<file path="src/rtl/mmio_io_responder.sv">
// MMIO target for the 0xFFFFFC00-0xFFFFFFFF window: LEDs, switches, button flag, cycle counter, 7-seg data.
// Define MMIO_BUS_ERR_EN to add the sticky bus-error register at 0x014 and the bus_err output.
`timescale 1ns/1ps

module mmio_io_responder #(
  parameter int DEBOUNCE_CYCLES = 1000000,
  parameter int SW_W            = 16
) (
  input  logic            clk,
  input  logic            rst_n,
  input  logic            IORead,
  input  logic            IOWrite,
  input  logic [9:0]      addr,
  input  logic [31:0]     wdata,
  output logic [31:0]     rdata,
  input  logic [SW_W-1:0] sw_raw,
  input  logic            btn_raw,
  output logic [SW_W-1:0] led,
  output logic [31:0]     seg_data
`ifdef MMIO_BUS_ERR_EN
  ,
  output logic            bus_err
`endif
);

  localparam int NIN = SW_W + 1;
  localparam int CW  = (DEBOUNCE_CYCLES > 1) ? $clog2(DEBOUNCE_CYCLES) : 1;
  localparam logic [CW-1:0] CNT_MAX = CW'(DEBOUNCE_CYCLES - 1);

  localparam logic [7:0] OFF_LED = 8'h00;
  localparam logic [7:0] OFF_SW  = 8'h01;
  localparam logic [7:0] OFF_BTN = 8'h02;
  localparam logic [7:0] OFF_CYC = 8'h03;
  localparam logic [7:0] OFF_SEG = 8'h04;
`ifdef MMIO_BUS_ERR_EN
  localparam logic [7:0] OFF_ERR = 8'h05;
`endif

  logic [7:0]      off;
  logic            addr_unused;
  logic [NIN-1:0]  inRaw;
  logic [NIN-1:0]  sync1_q, sync2_q;
  logic [NIN-1:0]  deb_q, deb_d;
  logic [CW-1:0]   cnt_q [NIN];
  logic [CW-1:0]   cnt_d [NIN];
  logic [SW_W-1:0] led_q, led_d;
  logic [31:0]     seg_q, seg_d;
  logic [31:0]     cyc_q, cyc_d;
  logic            flag_q, flag_d;
  logic            btnRise;

  assign off         = addr[9:2];
  assign addr_unused = ^addr[1:0];
  assign inRaw       = {btn_raw, sw_raw};

  // Per-input debounce: the counter only runs while the synchronized value disagrees with the debounced one.
  always_comb begin
    for (int i = 0; i < NIN; i++) begin
      deb_d[i] = deb_q[i];
      cnt_d[i] = '0;
      if (sync2_q[i] != deb_q[i]) begin
        if (cnt_q[i] == CNT_MAX) begin
          deb_d[i] = sync2_q[i];
        end else begin
          cnt_d[i] = cnt_q[i] + CW'(1);
        end
      end
    end
  end

  assign btnRise = deb_d[SW_W] & ~deb_q[SW_W];

  always_comb begin
    led_d  = led_q;
    seg_d  = seg_q;
    cyc_d  = cyc_q + 32'd1;
    flag_d = flag_q;
    if (IOWrite && off == OFF_LED) led_d = wdata[SW_W-1:0];
    if (IOWrite && off == OFF_SEG) seg_d = wdata;
    if (IOWrite && off == OFF_CYC) cyc_d = wdata;
    // A press edge landing on the clearing read wins.
    if (btnRise) begin
      flag_d = 1'b1;
    end else if (IORead && off == OFF_BTN) begin
      flag_d = 1'b0;
    end
  end

`ifdef MMIO_BUS_ERR_EN
  logic [1:0] err_q, err_d;
  logic       unmapped;
  logic       roWrite;

  assign unmapped = (IORead || IOWrite) && (off > OFF_ERR);
  assign roWrite  = IOWrite && (off == OFF_SW || off == OFF_BTN);

  always_comb begin
    err_d = err_q;
    if (IORead && off == OFF_ERR) err_d = 2'b00;
    err_d = err_d | {roWrite, unmapped};
  end

  always_ff @(posedge clk or negedge rst_n) begin
    if (!rst_n) begin
      err_q <= 2'b00;
    end else begin
      err_q <= err_d;
    end
  end

  assign bus_err = |err_q;
`endif

  always_ff @(posedge clk or negedge rst_n) begin
    if (!rst_n) begin
      sync1_q <= '0;
      sync2_q <= '0;
      deb_q   <= '0;
      cnt_q   <= '{default: '0};
      led_q   <= '0;
      seg_q   <= '0;
      cyc_q   <= '0;
      flag_q  <= 1'b0;
    end else begin
      sync1_q <= inRaw;
      sync2_q <= sync1_q;
      deb_q   <= deb_d;
      cnt_q   <= cnt_d;
      led_q   <= led_d;
      seg_q   <= seg_d;
      cyc_q   <= cyc_d;
      flag_q  <= flag_d;
    end
  end

  // Read mux reflects registered state only, so a simultaneous write shows the pre-write value.
  always_comb begin
    rdata = '0;
    if (IORead) begin
      case (off)
        OFF_LED: rdata = 32'(led_q);
        OFF_SW:  rdata = 32'(deb_q[SW_W-1:0]);
        OFF_BTN: rdata = {31'd0, flag_q};
        OFF_CYC: rdata = cyc_q;
        OFF_SEG: rdata = seg_q;
`ifdef MMIO_BUS_ERR_EN
        OFF_ERR: rdata = {30'd0, err_q};
`endif
        default: rdata = '0;
      endcase
    end
  end

  assign led      = led_q;
  assign seg_data = seg_q;

endmodule

</file>
<file path="config.mk">
export PLATFORM = sky130hd
export DESIGN_NAME = mmio_io_responder
export DESIGN_NICKNAME = d
export VERILOG_FILES = /design/src/rtl/mmio_io_responder.sv
export SDC_FILE = /design/constraint.sdc
export NUM_CORES = 1
export LEC_CHECK = 0
export ABC_AREA = 0
export CELL_PAD_IN_SITES_DETAIL_PLACEMENT = 2
export CELL_PAD_IN_SITES_GLOBAL_PLACEMENT = 2
export CORE_MARGIN = 2
export CORE_UTILIZATION = 40
export DETAILED_ROUTE_END_ITERATION = 10
export PLACE_DENSITY = 0.9
export SYNTH_ARGS = -nofsm -noshare
export SYNTH_HDL_FRONTEND = slang
export SYNTH_SLANG_ARGS = --single-unit
</file>
<file path="constraint.sdc">
create_clock -name clk -period 3.5 [get_ports clk]
set_input_delay 0.7 -clock clk [delete_from_list [all_inputs] [get_ports clk]]
set_output_delay 0.7 -clock clk [all_outputs]
set_load 0.02 [all_outputs]
</file>
## Yosys cells after proc, flatten, opt, wreduce, memory -nomap -nowiden

Cells that the tools add are included.
W data, S select, Z words.

- Bits of input ports: 63
- Output and inout port bits: 80
- Logic and storage cells: 161
- Bits in registers: 472

- Eq/ne operators: 38
- Reductions and logical operators: 22
- Muxes and demuxes: 41
- Add/subtract/negate cells: 18
- Bitwise operators: 2

Operator list:

| operator | count |
|---|---|
| $mux W20 | 34 |
| $add A20 B1 Y20 const B | 17 |
| $eq A20 B20 Y1 const B | 17 |
| $pmux W32 S5 | 1 |
| $mux W32 | 2 |
| $add A32 B1 Y32 const B | 1 |
| $reduce_and A2 Y1 | 16 |
| $ne A1 B1 Y1 | 17 |
| $eq A8 B2 Y1 const B | 2 |
| $eq A8 B1 Y1 const B | 1 |
| $eq A8 B3 Y1 const B | 1 |
| $logic_not A8 Y1 | 1 |
| $logic_and A1 B1 Y1 | 4 |
| $mux W1 | 4 |
| $reduce_bool A2 Y1 | 1 |
| $and A1 B1 Y1 | 1 |
| $not A1 Y1 | 1 |

## Logic depth before layout (Yosys ltp)

Gate-level depths: netlist of run 1.

- Depth in word-level cells: 5
- Depth in mapped cells: 9
- Depth with buffers taken out: 6

## Least setup slack after synthesis of run 1

No wires, ideal clock.

- Kind: input-to-output
- From: input addr[7]
- To: output rdata[10]
- Required time: 2.800 ns
- Path buffers: 1
- Arrival time: 2.318 ns
- Stages on the path: 5
- Path slack: 0.482 ns
- Cells stage by stage: or4_4 > nor4b_2 > buf_2 > a22oi_1 > nor2_1

- Word-level cells in the longest chain between the ends: 3
- Elaborated cells on any way between the ends: 7
- Classes of those cells: 4 x eq/ne; 2 x mux; 1 x reduce/logical

Ends and longest elaborated chain:

| item | line | RTL |
|---|---|---|
| start: declaration | 13 | `input logic [9:0] addr,` |
| $eq A8 B3 Y1, or another cell as far along | 140 | `case (off)` |
| $pmux W32 S5 (*) | 140 |  |
| $mux W32 (*) | 139 | `if (IORead) begin` |
| end: declaration | 15 | `output logic [31:0] rdata,` |

Every way passes the cells marked *; elsewhere a longest branch is shown, timed or not.

## Final worst setup path of run 1

- From: input addr[7]
- To: output rdata[12]

Same word-level chain as after synthesis.

==> impl_metrics.sql, run 1 <==
INSERT INTO impl_metrics (metric_group, metric, value, unit) VALUES
('status', 'outcome', 'complete, but fails checks', ''),
('status', 'violations_in_the_final_reports', 'negative setup slack', ''),
('setup_path', 'crit_path_end', 'rdata[12]', ''),
('synthesis', 'synth_seq_area_share', '53.23', '%'),
('setup_path', 'crit_path_start', 'addr[7]', ''),
('power_and_ir_drop', 'switchingPower', '3.535', 'mW'),
('placed_design', 'portBuffers', '140', ''),
('route', 'post-route-drc-count', '0', ''),
('synthesis', 'synth.top_cells.by_area', 'dfrtp_1 (53%), xor2_1 (8.6%), nor2_1 (7.2%)', ''),
('timing', 'maxClockFrequency', '275.5', 'MHz'),
('timing', 'timing.slew.headroom', '3.066', '%'),
('synthesis', 'yosysUniqueCellTypes', '51', ''),
('grt', 'grt_overflow_total', '0', ''),
('route', 'totalWireLength', '100200', 'um'),
('die', 'initial_core_util', '40.35', '%'),
('route', 'ant_nets', '0', ''),
('route', 'vias_per_cell', '6.109', ''),
('finish', 'mostFrequentLayoutCell', 'dfrtp_1', ''),
('setup_path', 'reg2reg_to', 'cnt_q[263]$_DFF_PN0_', ''),
('setup_path', 'setup.worst_path.end_class', 'output pin', ''),
('timing', 'worst_hold_slack', '0.09709', 'ns'),
('timing', 'drv_slew', '0', ''),
('power_and_ir_drop', 'logic_gate_share_of_total_power', '6.7', '%'),
('finish', 'final_cell_mix', 'dfrtp_1 (472), nor2_1 (423), xor2_1 (218)', ''),
('synthesis', 'postSynth.asyncResetShare', '100.0', '%'),
('timing', 'layout_setup_ws', '-0.1293', 'ns'),
('clocking', 'post_cts_hold_buffer_count', '0', ''),
('timing', 'final_period_minus_worst_setup_slack', '3.629', 'ns'),
('timing', 'finClkSkew', '0.04286', 'ns'),
('timing', 'finalSetupViolations', '10', ''),
('timing', 'timing_worst_slew_pin_value', '1.441', 'ns'),
('grt', 'grt_antenna_before_repair', '9', ''),
('grt', 'via_count_of_the_first_global_routing_pass', '22030', ''),
('setup_path', 'start_kind', 'input port', ''),
('setup_path', 'critPathMaxStageDelay', '0.60', 'ns'),
('die', 'die_area', '0.05737', 'mm^2'),
('setup_path', 'cpLargestDelayFamily', 'buffers and inverters', ''),
('finish', 'nNetsFinal', '2460', ''),
('synthesis', 'syn_avg_cell_area', '10.14', 'um^2'),
('clocking', 'cts-buffers-inserted', '52', ''),
('placed_design', 'detailedPlace.worstSlack', '-0.5321', 'ns'),
('power_and_ir_drop', 'static-leakage-power', '11.45', 'nW'),
('finish', 'utilization', '48.65', '%'),
('finish', 'synthesis_to_finish_area_growth', '20.56', '%'),
('clocking', 'maximum_buffer_depth_of_the_clock_tree', '3', ''),
('timing', 'timing_hold_violations_final', '0', ''),
('grt', 'first_pass_grt_wire_length', '146500', 'um'),
('clocking', 'clk_root_buffer_cell', 'clkbuf_16', ''),
('placed_design', 'post_dp_cell_area', '0.02472', 'mm^2'),
('setup_path', 'worst_ep_arrival_time', '2.93', 'ns'),
('worst_hold_path', 'worst_hold_path_type', 'input port to asynchronous set/reset pin', ''),
('flow_run', 'timing.max_cap.violations', '0', ''),
('die', 'row_count', '86', ''),
('die', 'placeableCoreArea', '0.05499', 'mm^2'),
('route', 'avgRoutedWirePerCell', '31.58', 'um'),
('setup_path', 'rr_worst_depth', '5', ''),
('power_and_ir_drop', 'pwr-share-seq', '46.1', '%'),
('clocking', 'clock_pin_slew_on_the_worst_setup_and_hold_paths', '0.07', 'ns'),
('synthesis', 'syn_inst', '2188', ''),
('finish', 'final.fill_count', '5486', ''),
('setup_path', 'setup.reg_to_reg.worst_slack', '0.45', 'ns'),
('synthesis', 'ys_dominant_reg_cell', 'dfrtp_1', ''),
('route', 'route.vias.total', '19390', ''),
('finish', 'drive_above_1_share', '11.69', '%'),
('power_and_ir_drop', 'peakVddDrop', '0.4038', 'mV'),
('setup_path', 'timing.critical_path.depth', '13', ''),
('synthesis', 'netlist_area', '0.02219', 'mm^2'),
('setup_path', 'most_used_cell_along_the_critical_path', 'buf_6', ''),
('synthesis', 'number_of_synthesized_flops_with_an_enable_pin', '0', ''),
('die', 'die_h', '239.5', 'um'),
('synthesis', 'ys_ff_latch', '472', '');
-- cells in the mapped netlist (3+ instances only) --
cell       count
mux2_2        57
nand2_1      159
nand4b_1       4
dfrtp_1      472
nor3_1        44
a21oi_1        4
clkbuf_1      40
o21ai_1       11
and3_1        57
and2_1         8
a22oi_1       48
nand2b_1       7
nand3_1      170
buf_6          6
xnor2_1      133
o2bb2ai_1     14
or4_1          8
o21ai_0       21
buf_2         17
nor2_1       427
or2_2         14
buf_4          5
nor4bb_1       5
nor4b_1        9
mux2_1         7
nor4_1        41
xor2_1       218
nand4_1       76
nor2b_1        3
or4b_2         3
nand3b_1       4
inv_1         34
and4_1        23
ha_1          18
-- worst min-delay path by stage --
stage,to,startpoint,slack [ns],cells past startpoint
global route,cnt_q[34]$_DFF_PN0_,rst_n,0.14,1
CTS,cnt_q[61]$_DFF_PN0_,rst_n,0.1,1
detailed placement,sync2_q[4]$_DFF_PN0_,sync1_q[4]$_DFF_PN0_,0.34,0
floorplan,sync2_q[0]$_DFF_PN0_,sync1_q[0]$_DFF_PN0_,0.33,0
global placement,sync2_q[13]$_DFF_PN0_,sync1_q[13]$_DFF_PN0_,0.33,0
finish,cnt_q[34]$_DFF_PN0_,rst_n,0.1,1
-- power by group through the flow --
stage	clock network (mW)	registers (mW)	logic, mW
2_1_floorplan	0	5.91	0.310
3_3_place_gp	0	5.95	0.687
3_5_place_dp	0	5.98	0.752
4_1_cts	6.00	5.91	0.811
5_1_grt	6.35	5.95	0.917
6_report	6.11	5.95	0.861
-- layer usage --
metal / vias up / part of all wire, % / track usage, %
met2: 970 / 50 / 59.38
met4: 4 / 7.6 / 20.11
met5: - / 0.027 / 0
met1: 10100 / 37 / 38.61
met3: 459 / 5.9 / 6.465
li1: 7853 / - / -
-- stage by stage --
step                power, mW  setup TNS [ns]  std cells
floorplan               6.225               0       2188
global placement        6.637          -9.324       3054
detailed placement      6.732          -12.47       3054
CTS                     12.72               0       3162
global route            13.22         -0.9220       3174
finish                  12.92         -0.4993       3174
-- state kept, by name, summed over array words and instances, names as in the netlist --
signal	cells
cnt_q	340
cyc_q	32
deb_q	17
flag_q	1
led	16
seg_data	32
sync1_q	17
sync2_q	17
-- layout make-up --
type / instances / area (um^2) / share of cell area, %
Clock inverter: 23 / 292.8 / 1.095
Sequential cell: 472 / 11810 / 44.16
Timing Repair Buffer: 209 / 2096 / 7.835
Antenna cell: 6 / 15.01 / 0.05613
Multi-Input combinational cell: 1610 / 9973 / 37.28
Clock buffer: 72 / 1498 / 5.599
Inverter: 34 / 127.6 / 0.4771
Tap cell: 748 / 935.9 / 3.499
-- repair_timing --
| action | in CTS | in global routing |
|---|---|---|
| cloned | 1 | 2 |
| resized for setup | 125 | 27 |
| buffers inserted | 12 | 4 |
| endpoints found under the setup margin | 31 | 30 |
| pin swaps | 5 | 7 |
-- cells by family (layout without fill, tap and decap cells) --
family / Yosys count / after routing / share of synthesized area, %
adder cells (fa/ha/maj): 18 / 18 / 1.015
other: 0 / 6 / 0
multiplexers: 64 / 64 / 3.248
AO/OA/AOI/OAI: 102 / 102 / 3.135
XOR/XNOR: 351 / 351 / 13.86
AND/OR/NAND/NOR: 1075 / 1075 / 23.32
buffers and inverters: 106 / 338 / 2.188
flip-flops: 472 / 472 / 53.23
No activity file was read; power rests on OpenSTA's default activity.
==> inputs of run 2 (changes only) <==
SLEW_MARGIN = 0   (was not set)
==> results of run 2 <==
Same layout as run 1: the final DEF is identical, and so are final timing and power.
